[config.mk]
export PLATFORM = sky130hd
export DESIGN_NAME = char_move_ctrl
export DESIGN_NICKNAME = d
export VERILOG_FILES = /design/src/rtl/char_move_ctrl.sv
export SDC_FILE = /design/constraint.sdc
export NUM_CORES = 1
export LEC_CHECK = 0
export ABC_CLOCK_PERIOD_IN_PS = 3400
export CAP_MARGIN = 5
export CELL_PAD_IN_SITES_DETAIL_PLACEMENT = 0
export CELL_PAD_IN_SITES_GLOBAL_PLACEMENT = 1
export CORE_MARGIN = 8
export CORE_UTILIZATION = 40
export DETAILED_ROUTE_END_ITERATION = 8
export PLACE_DENSITY_LB_ADDON = 0.1
export SETUP_SLACK_MARGIN = 0.4
export SLEW_MARGIN = 10
export SYNTH_ARGS = -nofsm -noshare
export SYNTH_HDL_FRONTEND = slang
export SYNTH_SLANG_ARGS = --single-unit
[constraint.sdc]
create_clock -name clk -period 3.4 [get_ports clk]
set_clock_uncertainty 0.05 [all_clocks]
set_input_delay 0.85 -clock clk [delete_from_list [all_inputs] [get_ports clk]]
set_output_delay 0.85 -clock clk [all_outputs]
set_load 0.005 [all_outputs]
[src/rtl/char_move_ctrl.sv]
// Movement controller for one platformer character: divided horizontal motion,
// edge-triggered multi-jump with ramped rise/fall speeds, and registered outputs.
module char_move_ctrl #(
  parameter int X_W          = 10,
  parameter int Y_W          = 10,
  parameter int X_MIN        = 0,
  parameter int X_MAX        = 1023,
  parameter int FLOOR_Y      = 767,
  parameter int CHAR_W       = 32,
  parameter int CHAR_H       = 32,
  parameter int SPAWN_X      = 100,
  parameter int SPAWN_Y      = 700,
  parameter int DIV_W        = 20,
  parameter int RUN_DIV      = 400000,
  parameter int AIR_DIV      = 700000,
  parameter int JUMP_DIV0    = 200000,
  parameter int JUMP_DIV_MAX = 800000,
  parameter int FALL_DIV0    = 800000,
  parameter int FALL_DIV_MIN = 150000,
  parameter int DIV_STEP     = 20000,
  parameter int JUMP_H       = 200,
  parameter int DECEL_AT     = 175,
  parameter int MAX_JUMPS    = 1,
  parameter int ANIM_FRAMES  = 8,
  parameter int ANIM_PX      = 8
) (
  input  logic           clk,
  input  logic           rst,
  input  logic           respawn,
  input  logic           freeze,
  input  logic           left,
  input  logic           right,
  input  logic           jump,
  input  logic           on_ground,
  input  logic           ceiling_hit,
  output logic [X_W-1:0] x,
  output logic [Y_W-1:0] y,
  output logic [1:0]     state_o,
  output logic           facing_right,
  output logic [3:0]     anim_frame,
  output logic           jump_pulse,
  output logic           land_pulse
);

  typedef enum logic [1:0] {
    S_IDLE = 2'b00,
    S_RUN  = 2'b01,
    S_RISE = 2'b11,
    S_FALL = 2'b10
  } state_t;

  localparam int JL_W = $clog2(MAX_JUMPS + 1);
  localparam int AP_W = $clog2(ANIM_PX + 1);

  localparam logic [X_W:0]       X_LO     = (X_W+1)'(X_MIN);
  localparam logic [X_W:0]       X_HI     = (X_W+1)'(X_MAX - CHAR_W);
  localparam logic [Y_W:0]       Y_BOT    = (Y_W+1)'(FLOOR_Y - CHAR_H);
  localparam logic [X_W-1:0]     X_SPAWN  = X_W'(SPAWN_X);
  localparam logic [Y_W-1:0]     Y_SPAWN  = Y_W'(SPAWN_Y);
  localparam logic [DIV_W-1:0]   RUN_LAST = DIV_W'(RUN_DIV - 1);
  localparam logic [DIV_W-1:0]   AIR_LAST = DIV_W'(AIR_DIV - 1);
  localparam logic [DIV_W-1:0]   J0       = DIV_W'(JUMP_DIV0);
  localparam logic [DIV_W-1:0]   JMAX     = DIV_W'(JUMP_DIV_MAX);
  localparam logic [DIV_W-1:0]   JSAT     = DIV_W'(JUMP_DIV_MAX - DIV_STEP);
  localparam logic [DIV_W-1:0]   F0       = DIV_W'(FALL_DIV0);
  localparam logic [DIV_W-1:0]   FMIN     = DIV_W'(FALL_DIV_MIN);
  localparam logic [DIV_W-1:0]   FSAT     = DIV_W'(FALL_DIV_MIN + DIV_STEP);
  localparam logic [DIV_W-1:0]   STEP     = DIV_W'(DIV_STEP);
  localparam logic [Y_W-1:0]     RISE_TOP = Y_W'(JUMP_H);
  localparam logic [Y_W-1:0]     DECEL    = Y_W'(DECEL_AT);
  localparam logic [JL_W-1:0]    JL_MAX   = JL_W'(MAX_JUMPS);
  localparam logic [AP_W-1:0]    AP_LAST  = AP_W'(ANIM_PX - 1);
  localparam logic [3:0]         AF_LAST  = 4'(ANIM_FRAMES - 1);

  state_t            state_q, state_d;
  logic [X_W-1:0]    x_q, x_d;
  logic [Y_W-1:0]    y_q, y_d;
  logic              facing_q, facing_d;
  logic [3:0]        anim_q, anim_d;
  logic [AP_W-1:0]   pix_q, pix_d;
  logic [DIV_W-1:0]  xdiv_q, xdiv_d;
  logic [DIV_W-1:0]  ydiv_q, ydiv_d;
  logic [DIV_W-1:0]  jdiv_q, jdiv_d;
  logic [DIV_W-1:0]  fdiv_q, fdiv_d;
  logic [Y_W-1:0]    rise_q, rise_d;
  logic [JL_W-1:0]   jumps_left_q, jumps_left_d;
  logic              jump_q, jump_q_d;
  logic              jump_pulse_q, jump_pulse_d;
  logic              land_pulse_q, land_pulse_d;

  logic              dir_r, dir_l, dir_any, jump_edge, grounded, airborne;
  logic              x_step, jump_start;
  logic [DIV_W-1:0]  x_last;
  logic [X_W:0]      x_next;
  logic [JL_W-1:0]   jumps_avail;

  always_comb begin
    state_d      = state_q;
    x_d          = x_q;
    y_d          = y_q;
    facing_d     = facing_q;
    anim_d       = anim_q;
    pix_d        = pix_q;
    xdiv_d       = xdiv_q;
    ydiv_d       = ydiv_q;
    jdiv_d       = jdiv_q;
    fdiv_d       = fdiv_q;
    rise_d       = rise_q;
    jumps_left_d = jumps_left_q;
    jump_q_d     = jump_q;
    jump_pulse_d = 1'b0;
    land_pulse_d = 1'b0;

    dir_r       = right & ~left;
    dir_l       = left & ~right;
    dir_any     = dir_r | dir_l;
    jump_edge   = jump & ~jump_q;
    grounded    = on_ground | ({1'b0, y_q} == Y_BOT);
    airborne    = (state_q == S_RISE) || (state_q == S_FALL);
    x_last      = airborne ? AIR_LAST : RUN_LAST;
    x_step      = 1'b0;
    x_next      = '0;
    // The reload is seen by a jump in the same cycle, so a freshly landed
    // character can jump again immediately.
    jumps_avail = (!airborne && grounded) ? JL_MAX : jumps_left_q;
    jump_start  = jump_edge && (jumps_avail != '0);

    if (rst || respawn) begin
      state_d      = S_IDLE;
      x_d          = X_SPAWN;
      y_d          = Y_SPAWN;
      facing_d     = 1'b1;
      anim_d       = '0;
      pix_d        = '0;
      xdiv_d       = '0;
      ydiv_d       = '0;
      jdiv_d       = J0;
      fdiv_d       = F0;
      rise_d       = '0;
      jumps_left_d = JL_MAX;
      jump_q_d     = rst ? 1'b0 : jump;
    end else if (!freeze) begin
      jump_q_d = jump;

      if (dir_any) begin
        facing_d = dir_r;
        if (xdiv_q >= x_last) begin
          xdiv_d = '0;
          if (dir_r) begin
            x_next = {1'b0, x_q} + 1'b1;
            x_step = (x_next <= X_HI);
          end else begin
            x_next = {1'b0, x_q} - 1'b1;
            x_step = ({1'b0, x_q} > X_LO);
          end
          if (x_step) x_d = x_next[X_W-1:0];
        end else begin
          xdiv_d = xdiv_q + 1'b1;
        end
      end else begin
        xdiv_d = '0;
      end

      if (x_step && (state_q == S_RUN)) begin
        if (pix_q == AP_LAST) begin
          pix_d  = '0;
          anim_d = (anim_q == AF_LAST) ? 4'd0 : anim_q + 4'd1;
        end else begin
          pix_d = pix_q + 1'b1;
        end
      end

      if (!airborne && grounded) jumps_left_d = JL_MAX;

      if (jump_start) begin
        state_d      = S_RISE;
        jumps_left_d = jumps_avail - 1'b1;
        rise_d       = '0;
        jdiv_d       = J0;
        ydiv_d       = '0;
        jump_pulse_d = 1'b1;
      end else begin
        unique case (state_q)
          S_IDLE: if (dir_any) state_d = S_RUN;
          S_RUN: begin
            if (!grounded) begin
              state_d      = S_FALL;
              jumps_left_d = JL_MAX - 1'b1;
              fdiv_d       = F0;
              ydiv_d       = '0;
            end else if (!dir_any) begin
              state_d = S_IDLE;
            end
          end
          S_RISE: begin
            if ((rise_q == RISE_TOP) || ceiling_hit || (y_q == '0)) begin
              state_d = S_FALL;
              fdiv_d  = F0;
              ydiv_d  = '0;
            end else if (ydiv_q >= jdiv_q - 1'b1) begin
              ydiv_d = '0;
              y_d    = y_q - 1'b1;
              rise_d = rise_q + 1'b1;
              if (rise_q >= DECEL) jdiv_d = (jdiv_q >= JSAT) ? JMAX : jdiv_q + STEP;
            end else begin
              ydiv_d = ydiv_q + 1'b1;
            end
          end
          S_FALL: begin
            if (grounded) begin
              state_d      = dir_any ? S_RUN : S_IDLE;
              land_pulse_d = 1'b1;
              fdiv_d       = F0;
              ydiv_d       = '0;
            end else if (ydiv_q >= fdiv_q - 1'b1) begin
              ydiv_d = '0;
              if (({1'b0, y_q} + 1'b1) <= Y_BOT) y_d = y_q + 1'b1;
              fdiv_d = (fdiv_q <= FSAT) ? FMIN : fdiv_q - STEP;
            end else begin
              ydiv_d = ydiv_q + 1'b1;
            end
          end
          default: state_d = S_IDLE;
        endcase
      end

      if ((state_d == S_IDLE) && (state_q != S_IDLE)) begin
        anim_d = '0;
        pix_d  = '0;
      end
    end
  end

  always_ff @(posedge clk) begin
    state_q      <= state_d;
    x_q          <= x_d;
    y_q          <= y_d;
    facing_q     <= facing_d;
    anim_q       <= anim_d;
    pix_q        <= pix_d;
    xdiv_q       <= xdiv_d;
    ydiv_q       <= ydiv_d;
    jdiv_q       <= jdiv_d;
    fdiv_q       <= fdiv_d;
    rise_q       <= rise_d;
    jumps_left_q <= jumps_left_d;
    jump_q       <= jump_q_d;
    jump_pulse_q <= jump_pulse_d;
    land_pulse_q <= land_pulse_d;
  end

  assign x            = x_q;
  assign y            = y_q;
  assign state_o      = state_q;
  assign facing_right = facing_q;
  assign anim_frame   = anim_q;
  assign jump_pulse   = jump_pulse_q;
  assign land_pulse   = land_pulse_q;

endmodule

==> metrics.csv <==
stage,metric,value,unit
layout,layout.nets,1281,
grt,antenna_found_initial,0,
pwr,power.leakage,4.146,nW
place,hpwl,17950,microns
drt,drc,0,
place,port_buffers,37,
worst_hold_path,min_to,pix_q[1],
worst_setup_path,worstReg2RegEnd,fdiv_q[17],
flow_run,max_cap_viol_count,0,
grt,grt_pass1_vias,8061,
logic_synthesis,yosysUniqueCellTypes,93,
worst_setup_path,worst_ep_required_time,3.67,ns
timing,min_period,3.306,ns
worst_setup_path,max_stage_delay,0.35,ns
floorplan,initial_core_util,40.53,%
worst_setup_path,end_kind,flop,
worst_setup_path,worst-setup-path-type,flop to flop,
floorplan,row_count,53,
drt,ant_nets,0,
place,globalplace.congestion,0.8030,
timing,rsz0062_at_grt,yes,
grt,use_met3,3.767,%
logic_synthesis,synth_async_sr_flop_share,0,%
clock_network,insertion_delay,0.43,ns
worst_hold_path,hold_path_class,flop to flop,
worst_hold_path,min_path_cells,2,
worst_setup_path,startpoint_type,flop,
pwr,total_power,3.508,mW
pwr,pwr-share-clk,50.4,%
worst_setup_path,rr_worst_depth,16,
pwr,power_frac_comb,10.4,%
floorplan,core_region_area,0.02089,sq mm
timing,finalCritPeriodShare,97.24,%
clock_network,cts_tree,done,
worst_setup_path,cpMaxStageDelayCell,dfxtp_4,
run_status,status,completed,
timing,worstMarginPinSlew,0.8299,ns
timing,max-slew-margin-rel,44.16,%
layout,layout_common_cells,"111 x dfxtp_1, 102 x nand2_1, 94 x buf_4",
layout,final_common_cell,dfxtp_1,
floorplan,die_w,161.5,microns
clock_network,cts_hold_buf,0,
drt,routed_wl,25550,microns
logic_synthesis,seq_area_frac_synth,27.55,%
layout,fin_cells,1486,
logic_synthesis,netlist_instances,1078,
clock_network,clk_pin_slew,0.06,ns
clock_network,cts_root_buffer,clkbuf_16,
worst_setup_path,crit_family,compound AO/OA/AOI/OAI gates,
timing,worst_hold_slack,0.4328,ns
timing,max_freq,0.3025,GHz
worst_hold_path,hold_start,pix_q[1],
logic_synthesis,synth-edff-count,1,
logic_synthesis,ys_warn_count,0,
clock_network,clock-sinks,116,
logic_synthesis,ys.flop_type,dfxtp_1,
drt,vias_per_cell,5.705,
worst_setup_path,path_cells,buf_6 -> nor2_4 -> and2_4 -> nand2_4 -> nor3_4 -> nand2_2 -> nor4_4 -> xnor2_1 -> ha_1 -> and4_4 -> a221oi_4 -> o21ai_2 -> o2111ai_4 -> buf_12 -> o21ba_4 -> o221a_4,
pwr,netSwitchingPower,0.9685,mW
pwr,p_seq_share,39.2,%
drt,avgRoutedWirePerCell,17.19,microns
logic_synthesis,synth_area_per_cell,7.853,sq um
clock_network,numCtsBuffers,17,
place,place_area,0.009738,sq mm
grt,overflow,0,
layout,drive_gt1_share,25.52,%
clock_network,cts_max_level,4,
drt,drt-initial-drc-count,474,
grt,top_usage_layer,met2,
worst_setup_path,worstPathArrival,3.57,ns
floorplan,die_height,161.5,microns
drt,first_pass_iters,5,
floorplan,die_area,0.02608,sq mm
grt,grt_pass1_wl,41880,microns
floorplan,io_pins,38,
grt,grt_util_met1,24.71,%
worst_setup_path,cp_num_buf_inv,2,
drt,num_vias,8478,
timing,setup_viol,0,
grt,grt_max_degree,21,
clock_network,cts.path.max_buffers,2,
logic_synthesis,ys_seq_elements,116,
pwr,p_per_area,306.1,mW/mm^2
layout,diodes,0,
timing,hold_viol_final,0,
layout,post-route-cell-area,0.01146,sq mm
pwr,switching_share,27.61,%
timing,slew_violations,0,
worst_setup_path,r2r_setup_slack,0.09,ns
grt,track_usage,19.37,%
logic_synthesis,syn-num-nets,1161,
place,placedCellCount,1404,
pwr,ir_drop,0.0002934,V
worst_setup_path,crit_fanout,8,
pwr,p_int,2.540,mW
layout,syn_to_final_growth,35.37,%
logic_synthesis,syn-cell-area,0.008466,sq mm
grt,gr-usage-met2,32.83,%
worst_setup_path,reg2reg_from,fdiv_q[6],
[sequential cells by signal, summed over array words and instances (netlist names)]
register / cells
x: 10
rise_q: 10
jump_q: 1
jump_pulse: 1
fdiv_q: 16
facing_right: 1
anim_frame: 4
y: 10
jdiv_q: 15
jumps_left_q: 1
land_pulse: 1
state_o: 2
pix_q: 4
ydiv_q: 20
xdiv_q: 20
[Yosys cell counts (7+ instances only)]
cell | number | area (sq um)
dfxtp_1 | 115 | 2302
nand2_1 | 111 | 416.7
nor2_1 | 80 | 300.3
o21ai_0 | 77 | 385.4
ha_1 | 73 | 913.4
nand3_1 | 67 | 335.3
a21oi_1 | 63 | 315.3
clkbuf_1 | 43 | 161.4
inv_1 | 40 | 150.1
nor3_1 | 37 | 185.2
xor2_1 | 34 | 297.8
xnor2_1 | 31 | 271.5
nand4_1 | 21 | 131.4
and3_1 | 20 | 125.1
a31oi_1 | 18 | 112.6
nor4_1 | 17 | 106.4
or3_1 | 12 | 75.07
o211ai_1 | 10 | 75.07
a211oi_1 | 9 | 67.56
a21o_1 | 9 | 67.56
buf_2 | 9 | 45.04
a22o_1 | 8 | 70.07
and2_1 | 8 | 50.05
o2111ai_1 | 8 | 70.07
o21ai_1 | 7 | 35.03
[how the worst max path moves through the flow]
stage / from / end / slack [ns] / depth (start not counted)
after detailed placement: fdiv_q[5] / fdiv_q[17] / -0.02 / 16
final: fdiv_q[6] / fdiv_q[17] / 0.09 / 16
after CTS: fdiv_q[5] / fdiv_q[17] / -0.002 / 17
after floorplan: fdiv_q[5] / fdiv_q[11] / 0.16 / 17
after global placement: fdiv_q[5] / fdiv_q[17] / 0.03 / 17
after global routing: fdiv_q[6] / y[5] / -0.12 / 17
[worst reg2reg max path, delay by kind of cell, from the launching register on]
kind	cells	cell delay [ns]
compound gates	5	1.06
fa+ha+maj	1	0.28
buf+inv	2	0.29
flops	1	0.35
simple gates	7	1.02
xor+xnor	1	0.16
[metrics by stage]
step / setup WS, ns / utilization (%) / TNS, ns
6_report: 0.09389 / 54.86 / 0
5_1_grt: -0.1215 / 54.86 / -1.788
4_1_cts: -0.002247 / 52.39 / -0.002247
3_5_place_dp: -0.02079 / 46.62 / -0.03046
3_3_place_gp: 0.03049 / 46.62 / 0
2_1_floorplan: 0.1596 / - / 0
[final cells by class]
| class | instances | area [sq um] |
|---|---|---|
| flip-flops and latches | 116 | 2342 |
| clock buffers | 17 | 425.4 |
| inverters | 41 | 158.9 |
| repair buffers | 158 | 1434 |
| multi-input cells | 864 | 6608 |
| clock inverters | 15 | 147.6 |
| well taps | 275 | 344.1 |
| fillers | 1961 | 9429 |
[metal layers]
layer | vias up | part of all wire (%)
met5 | - | 0
met4 | 0 | 1.7
met3 | 28 | 2.8
met2 | 135 | 49
met1 | 4054 | 47
li1 | 4261 | -
[cell families after synthesis]
| logic type | synth area share, % |
|---|---|
| AND/OR/NAND/NOR | 25.50 |
| AO/OA/AOI/OAI | 24.17 |
| flip-flops | 27.55 |
| buffers and inverters | 4.670 |
| adder cells (fa/ha/maj) | 11.03 |
| XOR/XNOR | 6.725 |
| multiplexers | 0.3695 |
[timing repair]
item | 4_1_cts | 5_1_grt
gates cloned | 3 | 3
hold endpoints to repair | 0 | 0
buffers inserted | 23 | 21
setup endpoints to repair | 89 | 96
resized for setup | 80 | 81
pin swaps | 37 | 45
[power groups by stage]
stage	Combinational, mW	Clock (mW)	Sequential (mW)
2_1_floorplan	0.190	0	1.40
3_3_place_gp	0.298	0	1.41
3_5_place_dp	0.299	0	1.41
4_1_cts	0.334	1.81	1.38
5_1_grt	0.393	1.87	1.38
6_report	0.363	1.77	1.38
(Power assumes the default switching activity.)
